$ cat src/rtl/popcount_window_accum_pkg.sv
// popacc_pkg: shared types and helpers for popcount_window_accum.
//   popacc_state_e   - accumulator FSM states (IDLE, ACCUM, HOLD)
//   POPACC_MAX_CNT   - default largest legal popcount value
//   popacc_clog2     - ceil(log2(v)) for parameter arithmetic
//   popacc_sum_w_ok  - elaboration-time check that SUM_W cannot overflow
package popacc_pkg;

    typedef enum logic [1:0] {
        IDLE  = 2'd0,
        ACCUM = 2'd1,
        HOLD  = 2'd2
    } popacc_state_e;

    localparam int unsigned POPACC_MAX_CNT = 32;

    function automatic int unsigned popacc_clog2(input int unsigned v);
        int unsigned r;
        int unsigned x;
        r = 0;
        x = (v > 0) ? v - 1 : 0;
        while (x > 0) begin
            r = r + 1;
            x = x >> 1;
        end
        return r;
    endfunction

    // The sum of WINDOW counts of at most 2**CNT_W-1 each must fit in SUM_W.
    function automatic bit popacc_sum_w_ok(input int unsigned cnt_w,
                                           input int unsigned window,
                                           input int unsigned sum_w);
        return sum_w >= cnt_w + popacc_clog2(window);
    endfunction

endpackage

$ cat src/rtl/popcount_window_accum_if.sv
// popacc_if: count-in / sum-out handshake bundle of popcount_window_accum.
//   cnt_i, cnt_valid_i, cnt_ready_o      - input count stream (valid/ready)
//   sum_o, above_o, sum_valid_o, sum_ready_i - window result stream (valid/ready)
// Modports: slave = accumulator side, master = producer/consumer side.
interface popacc_if #(
    parameter int unsigned CNT_W = 6,
    parameter int unsigned SUM_W = 10
);
    logic [CNT_W-1:0] cnt_i;
    logic             cnt_valid_i;
    logic             cnt_ready_o;
    logic [SUM_W-1:0] sum_o;
    logic             sum_valid_o;
    logic             sum_ready_i;
    logic             above_o;

    modport slave (
        input  cnt_i, cnt_valid_i, sum_ready_i,
        output cnt_ready_o, sum_o, sum_valid_o, above_o
    );

    modport master (
        output cnt_i, cnt_valid_i, sum_ready_i,
        input  cnt_ready_o, sum_o, sum_valid_o, above_o
    );
endinterface

$ cat src/rtl/popcount_window_accum_clamp.sv
// popacc_clamp: combinational saturation of an incoming popcount word.
//   cnt_i  - raw count word
//   cnt_o  - min(cnt_i, MAX_CNT)
//   over_o - high when cnt_i exceeded MAX_CNT (error pulse, not sticky)
module popacc_clamp
    import popacc_pkg::*;
#(
    parameter int unsigned CNT_W   = 6,
    parameter int unsigned MAX_CNT = POPACC_MAX_CNT
) (
    input  logic [CNT_W-1:0] cnt_i,
    output logic [CNT_W-1:0] cnt_o,
    output logic             over_o
);
    localparam logic [CNT_W-1:0] MAX_C = CNT_W'(MAX_CNT);

    assign over_o = (cnt_i > MAX_C);
    assign cnt_o  = over_o ? MAX_C : cnt_i;
endmodule

$ cat src/rtl/popcount_window_accum.sv
// popcount_window_accum: sums WINDOW consecutive popcount words and presents
// the window sum with a threshold flag on a valid/ready output.
// Ports:
//   clk, rst_n  - clock, synchronous active-low reset
//   bus         - popacc_if.slave: cnt_i/cnt_valid_i/cnt_ready_o in,
//                 sum_o/above_o/sum_valid_o/sum_ready_i out
//   clear_i     - synchronous abort of the current window (highest priority)
//   thresh_i    - threshold, sampled on the cycle the window completes
//   err_o       - sticky: a count above MAX_CNT was accepted
//   peak_o      - largest clamped count of the last window
//                 (only when POPACC_PEAK_TRACK_EN is defined)
//
// State | Meaning
// IDLE  | waiting for the first sample of a window
// ACCUM | samples 1..WINDOW-1 accepted, summing
// HOLD  | window sum presented, input stalled until output handshake
module popcount_window_accum
    import popacc_pkg::*;
#(
    parameter int unsigned CNT_W   = 6,
    parameter int unsigned WINDOW  = 16,
    parameter int unsigned SUM_W   = 10,
    parameter int unsigned MAX_CNT = POPACC_MAX_CNT
) (
    input  logic             clk,
    input  logic             rst_n,
    popacc_if.slave          bus,
    input  logic             clear_i,
    input  logic [SUM_W-1:0] thresh_i,
`ifdef POPACC_PEAK_TRACK_EN
    output logic [CNT_W-1:0] peak_o,
`endif
    output logic             err_o
);
    localparam int unsigned N_W = popacc_clog2(WINDOW) + 1;
    localparam logic [N_W-1:0] LAST_N = N_W'(WINDOW - 1);

    if (!popacc_sum_w_ok(CNT_W, WINDOW, SUM_W)) begin : g_sum_w_check
        $error("popcount_window_accum: SUM_W too narrow for CNT_W and WINDOW");
    end

    if (WINDOW < 2) begin : g_window_check
        $error("popcount_window_accum: WINDOW must be at least 2");
    end

    popacc_state_e    state_q;
    logic [SUM_W-1:0] acc_q;
    logic [N_W-1:0]   n_q;
    logic [SUM_W-1:0] sum_q;
    logic             sum_valid_q;
    logic             above_q;
    logic             err_q;
    logic             ready_q;

    logic [CNT_W-1:0] cnt_clamped;
    logic             cnt_over;
    logic [SUM_W-1:0] acc_d;
    logic             above_d;
    logic             in_xfer;
    logic             out_xfer;

    popacc_clamp #(
        .CNT_W   (CNT_W),
        .MAX_CNT (MAX_CNT)
    ) u_clamp (
        .cnt_i  (bus.cnt_i),
        .cnt_o  (cnt_clamped),
        .over_o (cnt_over)
    );

    assign in_xfer  = bus.cnt_valid_i & ready_q;
    assign out_xfer = sum_valid_q & bus.sum_ready_i;
    assign acc_d    = acc_q + {{(SUM_W-CNT_W){1'b0}}, cnt_clamped};
    // Threshold compare includes the final sample of the window.
    assign above_d  = (acc_d >= thresh_i);

`ifdef POPACC_PEAK_TRACK_EN
    logic [CNT_W-1:0] peak_acc_q;
    logic [CNT_W-1:0] peak_acc_d;
    logic [CNT_W-1:0] peak_q;

    assign peak_acc_d = (cnt_clamped > peak_acc_q) ? cnt_clamped : peak_acc_q;

    always_ff @(posedge clk) begin
        if (!rst_n || clear_i) begin
            peak_acc_q <= '0;
            peak_q     <= '0;
        end else begin
            case (state_q)
                IDLE: begin
                    if (in_xfer) peak_acc_q <= cnt_clamped;
                end
                ACCUM: begin
                    if (in_xfer) begin
                        peak_acc_q <= peak_acc_d;
                        if (n_q == LAST_N) peak_q <= peak_acc_d;
                    end
                end
                HOLD: begin
                    if (out_xfer) begin
                        peak_acc_q <= '0;
                        peak_q     <= '0;
                    end
                end
                default: begin
                    peak_acc_q <= '0;
                    peak_q     <= '0;
                end
            endcase
        end
    end

    assign peak_o = peak_q;
`endif

    always_ff @(posedge clk) begin
        if (!rst_n) begin
            state_q     <= IDLE;
            acc_q       <= '0;
            n_q         <= '0;
            sum_q       <= '0;
            sum_valid_q <= 1'b0;
            above_q     <= 1'b0;
            err_q       <= 1'b0;
            ready_q     <= 1'b0;
        end else if (clear_i) begin
            // Abort wins over any transfer on either side this cycle.
            state_q     <= IDLE;
            acc_q       <= '0;
            n_q         <= '0;
            sum_valid_q <= 1'b0;
            above_q     <= 1'b0;
            err_q       <= 1'b0;
            ready_q     <= 1'b1;
        end else begin
            if (in_xfer && cnt_over) err_q <= 1'b1;
            case (state_q)
                IDLE: begin
                    ready_q <= 1'b1;
                    if (in_xfer) begin
                        acc_q   <= {{(SUM_W-CNT_W){1'b0}}, cnt_clamped};
                        n_q     <= N_W'(1);
                        state_q <= ACCUM;
                    end
                end
                ACCUM: begin
                    if (in_xfer) begin
                        acc_q <= acc_d;
                        n_q   <= n_q + N_W'(1);
                        if (n_q == LAST_N) begin
                            sum_q       <= acc_d;
                            above_q     <= above_d;
                            sum_valid_q <= 1'b1;
                            ready_q     <= 1'b0;
                            state_q     <= HOLD;
                        end
                    end
                end
                HOLD: begin
                    if (out_xfer) begin
                        sum_valid_q <= 1'b0;
                        acc_q       <= '0;
                        n_q         <= '0;
                        ready_q     <= 1'b1;
                        state_q     <= IDLE;
                    end
                end
                default: begin
                    state_q <= IDLE;
                    ready_q <= 1'b0;
                end
            endcase
        end
    end

    assign bus.cnt_ready_o = ready_q;
    assign bus.sum_o       = sum_q;
    assign bus.sum_valid_o = sum_valid_q;
    assign bus.above_o     = above_q;
    assign err_o           = err_q;
endmodule

$ cat src/flat_wrapper.sv
// flat-port wrapper written by rule: the top's interface ports become plain ports
module popcount_window_accum_flat import popacc_pkg::*;
#(
    parameter int unsigned CNT_W   = 6,
    parameter int unsigned WINDOW  = 16,
    parameter int unsigned SUM_W   = 10,
    parameter int unsigned MAX_CNT = POPACC_MAX_CNT
)
  (clk, rst_n, clear_i, thresh_i, err_o, bus_cnt_i, bus_cnt_valid_i, bus_sum_ready_i, bus_cnt_ready_o, bus_sum_o, bus_sum_valid_o, bus_above_o);
  popacc_if #(.CNT_W(CNT_W), .SUM_W(SUM_W)) bus_i ();
  input  logic clk;
  input  logic rst_n;
  input  logic clear_i;
  input  logic [SUM_W-1:0] thresh_i;
  output logic err_o;
  input wire logic [$bits(bus_i.cnt_i)-1:0] bus_cnt_i;
  input wire logic [$bits(bus_i.cnt_valid_i)-1:0] bus_cnt_valid_i;
  input wire logic [$bits(bus_i.sum_ready_i)-1:0] bus_sum_ready_i;
  output wire logic [$bits(bus_i.cnt_ready_o)-1:0] bus_cnt_ready_o;
  output wire logic [$bits(bus_i.sum_o)-1:0] bus_sum_o;
  output wire logic [$bits(bus_i.sum_valid_o)-1:0] bus_sum_valid_o;
  output wire logic [$bits(bus_i.above_o)-1:0] bus_above_o;
  assign bus_i.cnt_i = bus_cnt_i;
  assign bus_i.cnt_valid_i = bus_cnt_valid_i;
  assign bus_i.sum_ready_i = bus_sum_ready_i;
  assign bus_cnt_ready_o = bus_i.cnt_ready_o;
  assign bus_sum_o = bus_i.sum_o;
  assign bus_sum_valid_o = bus_i.sum_valid_o;
  assign bus_above_o = bus_i.above_o;
  popcount_window_accum #(.CNT_W(CNT_W), .WINDOW(WINDOW), .SUM_W(SUM_W), .MAX_CNT(MAX_CNT)) u_core (.clk(clk), .rst_n(rst_n), .bus(bus_i), .clear_i(clear_i), .thresh_i(thresh_i), .err_o(err_o));
endmodule
$ cat config.mk
export PLATFORM = sky130hd
export DESIGN_NAME = popcount_window_accum_flat
export DESIGN_NICKNAME = d
export VERILOG_FILES = /design/src/rtl/popcount_window_accum_pkg.sv /design/src/rtl/popcount_window_accum_if.sv /design/src/rtl/popcount_window_accum_clamp.sv /design/src/rtl/popcount_window_accum.sv /design/src/flat_wrapper.sv
export SDC_FILE = /design/constraint.sdc
export NUM_CORES = 1
export LEC_CHECK = 0
export CORE_ASPECT_RATIO = 0.8
export CORE_MARGIN = 5
export CORE_UTILIZATION = 26
export CTS_CLUSTER_DIAMETER = 30
export DETAILED_ROUTE_END_ITERATION = 12
export SETUP_SLACK_MARGIN = 0.1
export SYNTH_ARGS = -nofsm -noshare
export SYNTH_HDL_FRONTEND = slang
export SYNTH_SLANG_ARGS = --single-unit
$ cat constraint.sdc
create_clock -name clk -period 3.35 [get_ports clk]
set_clock_uncertainty 0.1 [all_clocks]
set_input_delay 0.8375 -clock clk [delete_from_list [all_inputs] [get_ports clk]]
set_output_delay 0.8375 -clock clk [all_outputs]
set_load 0.1 [all_outputs]
==> results by group, run 1 <==
Global routing
  – Largest net degree at the start of global routing: 16
  – Vias in the first global route: 2083
  – Grt total ovfl: 0
  – Initial antenna violation count: 0
  – GRT Overall Usage: 0.128
  – First-pass GRT wire length: 9780 um

Floorplan
  – # rows: 28
  – Core area: 7430 um2
  – Die height: 88.4 um
  – Die width: 108 um
  – Starting Density: 0.269
  – Die ar.: 9540 um2
  – I/O pin count: 35

Power
  – Sequential power share: 0.418
  – Post-layout total power: 0.908 mW
  – Cell Int Power: 0.662 mW
  – VDD IR-drop max: 0.000146 V
  – Sw power: 0.246 mW
  – Combinational cell fraction of total power: 0.217
  – Leak: 1.35 nW
  – Clk pwr share: 0.366
  – Power density over cell area: 293 nW/um2
  – Switching share of total power: 0.271

Cells and area
  – Layout cells sized above 1: 0.327
  – Syn-to-layout area delta: 54.9%
  – Number of fill cells: 755
  – Multi-input combinational cell area: 1440 um2
  – Register area: 621 um2
  – Final nets: 376
  – Number of diodes: 0

STA
  – Final Cycle Share: 1.01
  – Final min period: 3.38 ns
  – Slew Limit Fails: 0
  – Slew @ Worst Pin: 0.526 ns
  – RSZ-0062 raised after global routing: yes
  – Final setup fails: 1
  – Fmax achieved: 295 MHz
  – PnR worst setup slack: -0.0342 ns
  – Final hold viol count: 0
  – Slew headroom: 0.648
  – Total negative slack: -0.0342 ns

Detailed routing
  – Routed via count: 2091
  – Wire length per cell: 13.4 um
  – Initial DRC Count: 90
  – Routed WL: 5860 um
  – Vias per Instance: 4.77
  – TritonRoute pass-1 iters: 4
  – Detail Route Antenna Nets: 0
  – Post-route DRC violation count: 0

Worst setup path
  – Reg2Reg Setup Slack: 0.38 ns
  – Worst EP arrival: 3.46 ns
  – Setup crit end kind: register
  – Setup crit start kind: primary input
  – Crit path max fanout: 7
  – Worst path required time: 3.43 ns
  – Critical path type: primary input to register

Logic synthesis
  – Post-synth EDFFs: 0
  – Synthesized instance count: 246
  – Syn Area/Cell: 8.12 um2
  – Post-synth ARST share: 0
  – Synthesized area: 2000 um2
  – Count of different cell masters after synthesis: 47
  – Top-area cell type share of the netlist area: 0.311
  – Area leader, netlist: dfxtp_1
  – Synth warnings: 0
  – #FFs+latches synth: 31
  – Top_reg_cell synth: dfxtp_1
  – Seq/Total Area, Yosys: 0.311
  – Mapped Nets: 290
  – Top cells by area, synth: dfxtp_1 (31%), ha_1 (14%), o21ai_0 (5.5%)

Clock network
  – Clock Tree Buf Depth: 2
  – Num Clock Sinks: 31
  – Clock transition at the registers of the reported paths: 0.07 ns
  – H-Tree Depth: 2
  – CTS Buf Count: 5
  – TritonCTS clock tree: done
  – Clock latency on the worst-skew pair: 0.28 ns
  – Clock Root Buffer: clkbuf_8

Place
  – HPWL Detailed: 4430 um
  – I/O Buffers: 34
  – Final GP Congestion: 0.805

Run
  – MaxCap Viol Count: 0

Run status
  – Status: finished with violations
  – Failing checks: negative setup slack

Worst hold path
  – Worst Hold Class: register to register
==> cell usage after synthesis, drive strengths merged, types with 2 or more instances <==
library cell,instances
inv,22
o31a,3
nand2,17
a21boi,3
nand3,8
a22o,2
o21ai,22
xor2,2
o21a,6
and3,2
a211oi,5
buf,3
a221oi,4
or3,3
ha,22
nand2b,4
dfxtp,31
clkbuf,6
o211ai,3
a21oi,18
nor2b,7
xnor2,4
nor2,21
and2,3
nor3,5
==> metrics by stage <==
step | hold slack, ns | cell area (um2) | utilization | setup slack [ns] | std cells
after floorplan | 0.342 | 2020 | - | -0.0315 | 246
after global placement | 0.352 | 2740 | 0.369 | -0.841 | 419
after detailed placement | 0.357 | 2740 | 0.369 | -0.988 | 419
after CTS | 0.366 | 3080 | 0.415 | -0.0363 | 439
after global routing | 0.397 | 3090 | 0.416 | -0.199 | 438
final | 0.359 | 3090 | 0.416 | -0.0342 | 438
==> flip-flops by register name (all words and copies together), names as in the netlist <==
| register | count |
|---|---|
| u_core.bus.cnt_ready_o | 1 |
| u_core.err_o | 1 |
| u_core.state_q | 2 |
| u_core.bus.sum_o | 10 |
| u_core.acc_q | 10 |
| u_core.n_q | 5 |
| u_core.bus.above_o | 1 |
| u_core.bus.sum_valid_o | 1 |
==> layer usage <==
metal	GRT usage	up-vias	routed length (um)
met2	0.218	42	2770
li1	-	1056	-
met5	0	-	0
met1	0.166	985	2750
met4	0.0321	0	97
met3	0.0284	8	242
==> power groups by stage <==
stage	clock network [mW]	logic, mW	registers (mW)
final	0.332	0.197	0.379
after global routing	0.353	0.216	0.379
after CTS	0.341	0.194	0.379
after detailed placement	0	0.172	0.386
after global placement	0	0.171	0.386
after floorplan	0	0.0806	0.393
==> cells in the final DEF, fill, tap and decap left out, types with 2 or more instances in the layout <==
master and instances:
nand2b_1 3, inv_1 20, o31a_1 3, a21oi_2 2, a21oi_1 16, a21boi_0 2, and3_1 2, buf_2 3
and2_1 3, nand2_1 17, xor2_1 2, nor2_1 21, a211oi_2 2, buf_6 6, o21ai_0 21, o211ai_1 3
nor2b_1 2, ha_4 5, nor2b_4 4, xnor2_1 3, buf_4 64, or3_1 3, o21a_1 6, inv_2 2
dfxtp_1 31, a211oi_1 2, clkdlybuf4s50_1 14, nor3_1 5, a22o_1 2, a221oi_1 3, nand3_1 8, ha_1 16
clkbuf_8 7
==> cells by family after synthesis <==
kind of cell,Yosys count,share of synthesized area
AOI/OAI and AO/OA,79,0.265
and+or+nand+nor,76,0.187
buffers and inverters,31,0.0633
DFF,31,0.311
adders and majority gates,23,0.148
xor gates and xnor gates,6,0.0263
==> worst paths after layout <==
check                                   start                               end  depth (start not counted)
max reg2reg      u_core.acc_q[0]$_SDFFE_PP0P_   u_core.bus.above_o$_SDFFE_PP0P_                         13
max                              bus_cnt_i[5]   u_core.bus.above_o$_SDFFE_PP0P_                         15
min reg2reg  u_core.bus.sum_o[3]$_SDFFE_PN0P_  u_core.bus.sum_o[3]$_SDFFE_PN0P_                          2
min          u_core.bus.sum_o[3]$_SDFFE_PN0P_  u_core.bus.sum_o[3]$_SDFFE_PN0P_                          2
==> area by class of cell <==
| type | instances | share of cell area |
|---|---|---|
| sequential | 31 | 0.201 |
| clock buffer | 8 | 0.0324 |
| inverter | 22 | 0.0267 |
| tap | 105 | 0.0425 |
| timing repair buffer | 88 | 0.234 |
| multi-input combinational | 184 | 0.464 |
==> critical path, stage by stage <==
cell,delay (ns)
buf_12,0.12
nor2b_4,0.14
ha_4,0.15
inv_2,0.03
fa_2,0.35
nor2b_2,0.15
o211ai_1,0.19
a21oi_2,0.20
xnor2_2,0.09
ha_2,0.21
a221oi_4,0.34
nand3_1,0.13
a41oi_2,0.19
a211oi_2,0.06
o311a_1,0.29
==> repair_timing <==
item                                    4_1_cts  5_1_grt
gates resized for setup                      57        4
endpoints found under the setup margin        1        3
hold buffers                                  0        0
buffers inserted                             12        1
pin swaps                                    21        8
No activity file was read; power rests on OpenSTA's default activity.
==> inputs of run 2 (changes only) <==
--- a/config.mk
+++ b/config.mk
@@ -5,11 +5,13 @@
 export SDC_FILE = /design/constraint.sdc
 export NUM_CORES = 1
 export LEC_CHECK = 0
+export CAP_MARGIN = 20
 export CORE_ASPECT_RATIO = 0.8
 export CORE_MARGIN = 5
 export CORE_UTILIZATION = 26
 export CTS_CLUSTER_DIAMETER = 30
 export DETAILED_ROUTE_END_ITERATION = 12
+export HOLD_SLACK_MARGIN = 0.1
 export SETUP_SLACK_MARGIN = 0.1
 export SYNTH_ARGS = -nofsm -noshare
 export SYNTH_HDL_FRONTEND = slang
==> results of run 2 <==
Same layout as run 1: the final DEF is identical, and so are final timing and power.
==> inputs of run 3 (changes only) <==
--- a/config.mk
+++ b/config.mk
@@ -11,8 +11,10 @@
 export CORE_UTILIZATION = 26
 export CTS_CLUSTER_DIAMETER = 30
 export DETAILED_ROUTE_END_ITERATION = 12
+export GPL_TIMING_DRIVEN = 0
 export HOLD_SLACK_MARGIN = 0.1
 export SETUP_SLACK_MARGIN = 0.1
+export SKIP_CTS_REPAIR_TIMING = 1
 export SYNTH_ARGS = -nofsm -noshare
 export SYNTH_HDL_FRONTEND = slang
 export SYNTH_SLANG_ARGS = --single-unit
==> results by group, run 3 (same netlist as run 1, synthesis figures left out) <==
Power
  – VDD IR-drop max: 0.000166 V (+14%)
  – Power density over cell area: 301 nW/um2 (+2.7%)
  – Leak: 1.13 nW (-16%)

Clock network
  – TritonCTS clock tree: done
  – Clock Tree Buf Depth: 2 (unchanged)
  – Clock Root Buffer: clkbuf_8
  – CTS Buf Count: 5 (unchanged)
  – Clock latency on the worst-skew pair: 0.28 ns (about the same)
  – Clock transition at the registers of the reported paths: 0.07 ns (about the same)
  – Num Clock Sinks: 31 (unchanged)
  – H-Tree Depth: 2 (unchanged)

Worst setup path
  – Slowest-stage cell, CP: o311a_1
  – Max stage delay on crit path: 0.35 ns (about the same)
  – CP cell instances: buf_12, buf_4, nor2b_2, ha_4, o211ai_1, o21ai_1, nor3b_4, xor2_2, ha_4, a221oi_4, nand3_1, a41oi_2, a211oi_2, o311a_1
  – Worst path most repeated cell: ha_4
  – Worst EP arrival: 3.64 ns (+0.18 ns)
  – Worst path required time: 3.42 ns (about the same)
  – Reg2Reg Setup Slack: 0.19 ns (-0.19 ns)
  – Critical path type: primary input to register
  – Worst Reg-to-Reg Cells: 13 (unchanged)
  – Setup crit start kind: primary input
  – Crit path max fanout: 7 (unchanged)
  – R2R Path Start: u_core.acc_q[0]$_SDFFE_PP0P_
  – Setup crit end kind: register
  – FF-to-FF End: u_core.bus.above_o$_SDFFE_PP0P_

Detailed routing
  – Initial DRC Count: 80 (-11%)
  – Routed via count: 1938 (-7.3%)
  – Wire length per cell: 13.3 um (-0.83%)
  – Post-route DRC violation count: 0 (unchanged)
  – TritonRoute pass-1 iters: 4 (unchanged)
  – Routed WL: 5350 um (-8.8%)
  – Detail Route Antenna Nets: 0 (unchanged)
  – Vias per Instance: 4.81 (+0.73%)

Run status
  – Failing checks: negative setup slack
  – Status: finished with violations

Cells and area
  – Layout cells sized above 1: 0.174 (-0.153)
  – Leading cell types in the layout, fill and taps excluded: dfxtp_1 (31), clkdlybuf4s50_1 (27), inv_1 (21), o21ai_0 (21), nor2_1 (21)
  – Final nets: 342 (-9.0%)
  – Number of diodes: 0 (unchanged)
  – Syn-to-layout area delta: 41.3%
  – Final Instance Area: 2820 um2 (-8.8%)
  – Commonest non-fill, non-tap cell in the layout: dfxtp_1

STA
  – RSZ-0062 raised after global routing: yes
  – Total negative slack: -0.219 ns (-0.185 ns)
  – Slew @ Worst Pin: 0.989 ns (+0.462 ns)
  – Slew headroom: 0.339 (-0.309)
  – Final Cycle Share: 1.07 (+0.0552)
  – Final setup fails: 1 (unchanged)
  – Slew Limit Fails: 0 (unchanged)
  – Final hold viol count: 0 (unchanged)
  – Hold slack: 0.360 ns (+0.000877 ns)
  – Fmax achieved: 280 MHz (-5.2%)
  – Final min period: 3.57 ns (+0.185 ns)
  – PnR worst setup slack: -0.219 ns (-0.185 ns)

Floorplan
  – Die height: 88.4 um (unchanged)
  – Die ar.: 9540 um2 (unchanged)
  – Core area: 7430 um2 (unchanged)
  – Starting Density: 0.269 (unchanged)
  – I/O pin count: 35 (unchanged)
  – Die width: 108 um (unchanged)
  – # rows: 28 (unchanged)

Place
  – I/O Buffers: 33 (-2.9%)
  – Final GP Congestion: 0.796 (-1.1%)
  – HPWL Detailed: 4080 um (-8.0%)
  – Placed inst area: 2480 um2 (-9.3%)

Global routing
  – Vias in the first global route: 1763 (-15%)
  – GRT Overall Usage: 0.112 (-0.0164)
  – Grt total ovfl: 0 (unchanged)
  – Initial antenna violation count: 0 (unchanged)
  – Largest net degree at the start of global routing: 11 (-5)
  – First-pass GRT wire length: 8390 um (-14%)

Worst hold path
  – Worst Hold Class: register to register
  – Hold worst-path end: u_core.bus.sum_o[3]$_SDFFE_PN0P_
  – Min-delay src: u_core.bus.sum_o[3]$_SDFFE_PN0P_
  – Worst hold path depth: 2 (unchanged)

Run
  – MaxCap Viol Count: 0 (unchanged)
[run 3: changes by cell type in the layout (fill, tap and decap cells not counted), sizes merged]
cell | previous run | this run
buf | 74 | 18
clkbuf | 8 | 13
clkinv | 0 | 1
dlymetal6s2s | 0 | 2
clkdlybuf4s50 | 14 | 27
[run 3: worst max-delay path, delay by kind of cell]
| family | cells | cell delay (ns) |
|---|---|---|
| AOI/OAI and AO/OA | 6 | 1.28 |
| and+or+nand+nor | 3 | 0.59 |
| adders and majority gates | 2 | 0.44 |
| xor gates and xnor gates | 1 | 0.25 |
| buffers and inverters | 2 | 0.24 |
[run 3: report_power, final]
part / total, mW / internal [mW] / switching, mW
combinational: 0.169 / 0.0793 / 0.0900
sequential: 0.379 / 0.374 / 0.00500
clock: 0.302 / 0.161 / 0.141
total: 0.850 / 0.614 / 0.236
[run 3: layout make-up]
class | count | area, um2
Buffer | 9 | 43.8
Multi-Input combinational cell | 184 | 1430
Clock inverter | 1 | 5.00
Tap cell | 105 | 131
Inverter | 22 | 82.6
Timing Repair Buffer | 45 | 429
Clock buffer | 6 | 82.6
Sequential cell | 31 | 621
Fill cell | 776 | 4610
[run 3: stage by stage]
stage	util	setup slack (ns)	power, mW	std cells
floorplan	-	-0.0315	0.473	246
global placement	0.335	-1.28	0.526	384
detailed placement	0.335	-1.33	0.528	384
CTS	0.346	-1.07	0.830	391
global route	0.380	-0.378	0.892	403
finish	0.380	-0.219	0.850	403
[run 3: worst max-delay path by stage]
stage / slack (ns) / end / depth (start not counted) / startpoint
6_report: -0.22 / u_core.bus.above_o$_SDFFE_PP0P_ / 14 / bus_cnt_i[5]
5_1_grt: -0.38 / u_core.bus.above_o$_SDFFE_PP0P_ / 14 / bus_cnt_i[5]
4_1_cts: -1.07 / u_core.bus.above_o$_SDFFE_PP0P_ / 14 / bus_cnt_i[5]
3_5_place_dp: -1.33 / u_core.bus.above_o$_SDFFE_PP0P_ / 14 / bus_cnt_i[5]
3_3_place_gp: -1.28 / u_core.bus.above_o$_SDFFE_PP0P_ / 14 / bus_cnt_i[5]
2_1_floorplan: -0.03 / u_core.bus.above_o$_SDFFE_PP0P_ / 14 / bus_cnt_i[0]
[run 3: per-layer routing]
metal	vias to the layer above	share of wire	GRT usage
met5	-	0	0
met4	0	0.015	0.0333
met3	6	0.034	0.0314
met2	37	0.45	0.167
met1	911	0.51	0.156
li1	984	-	-
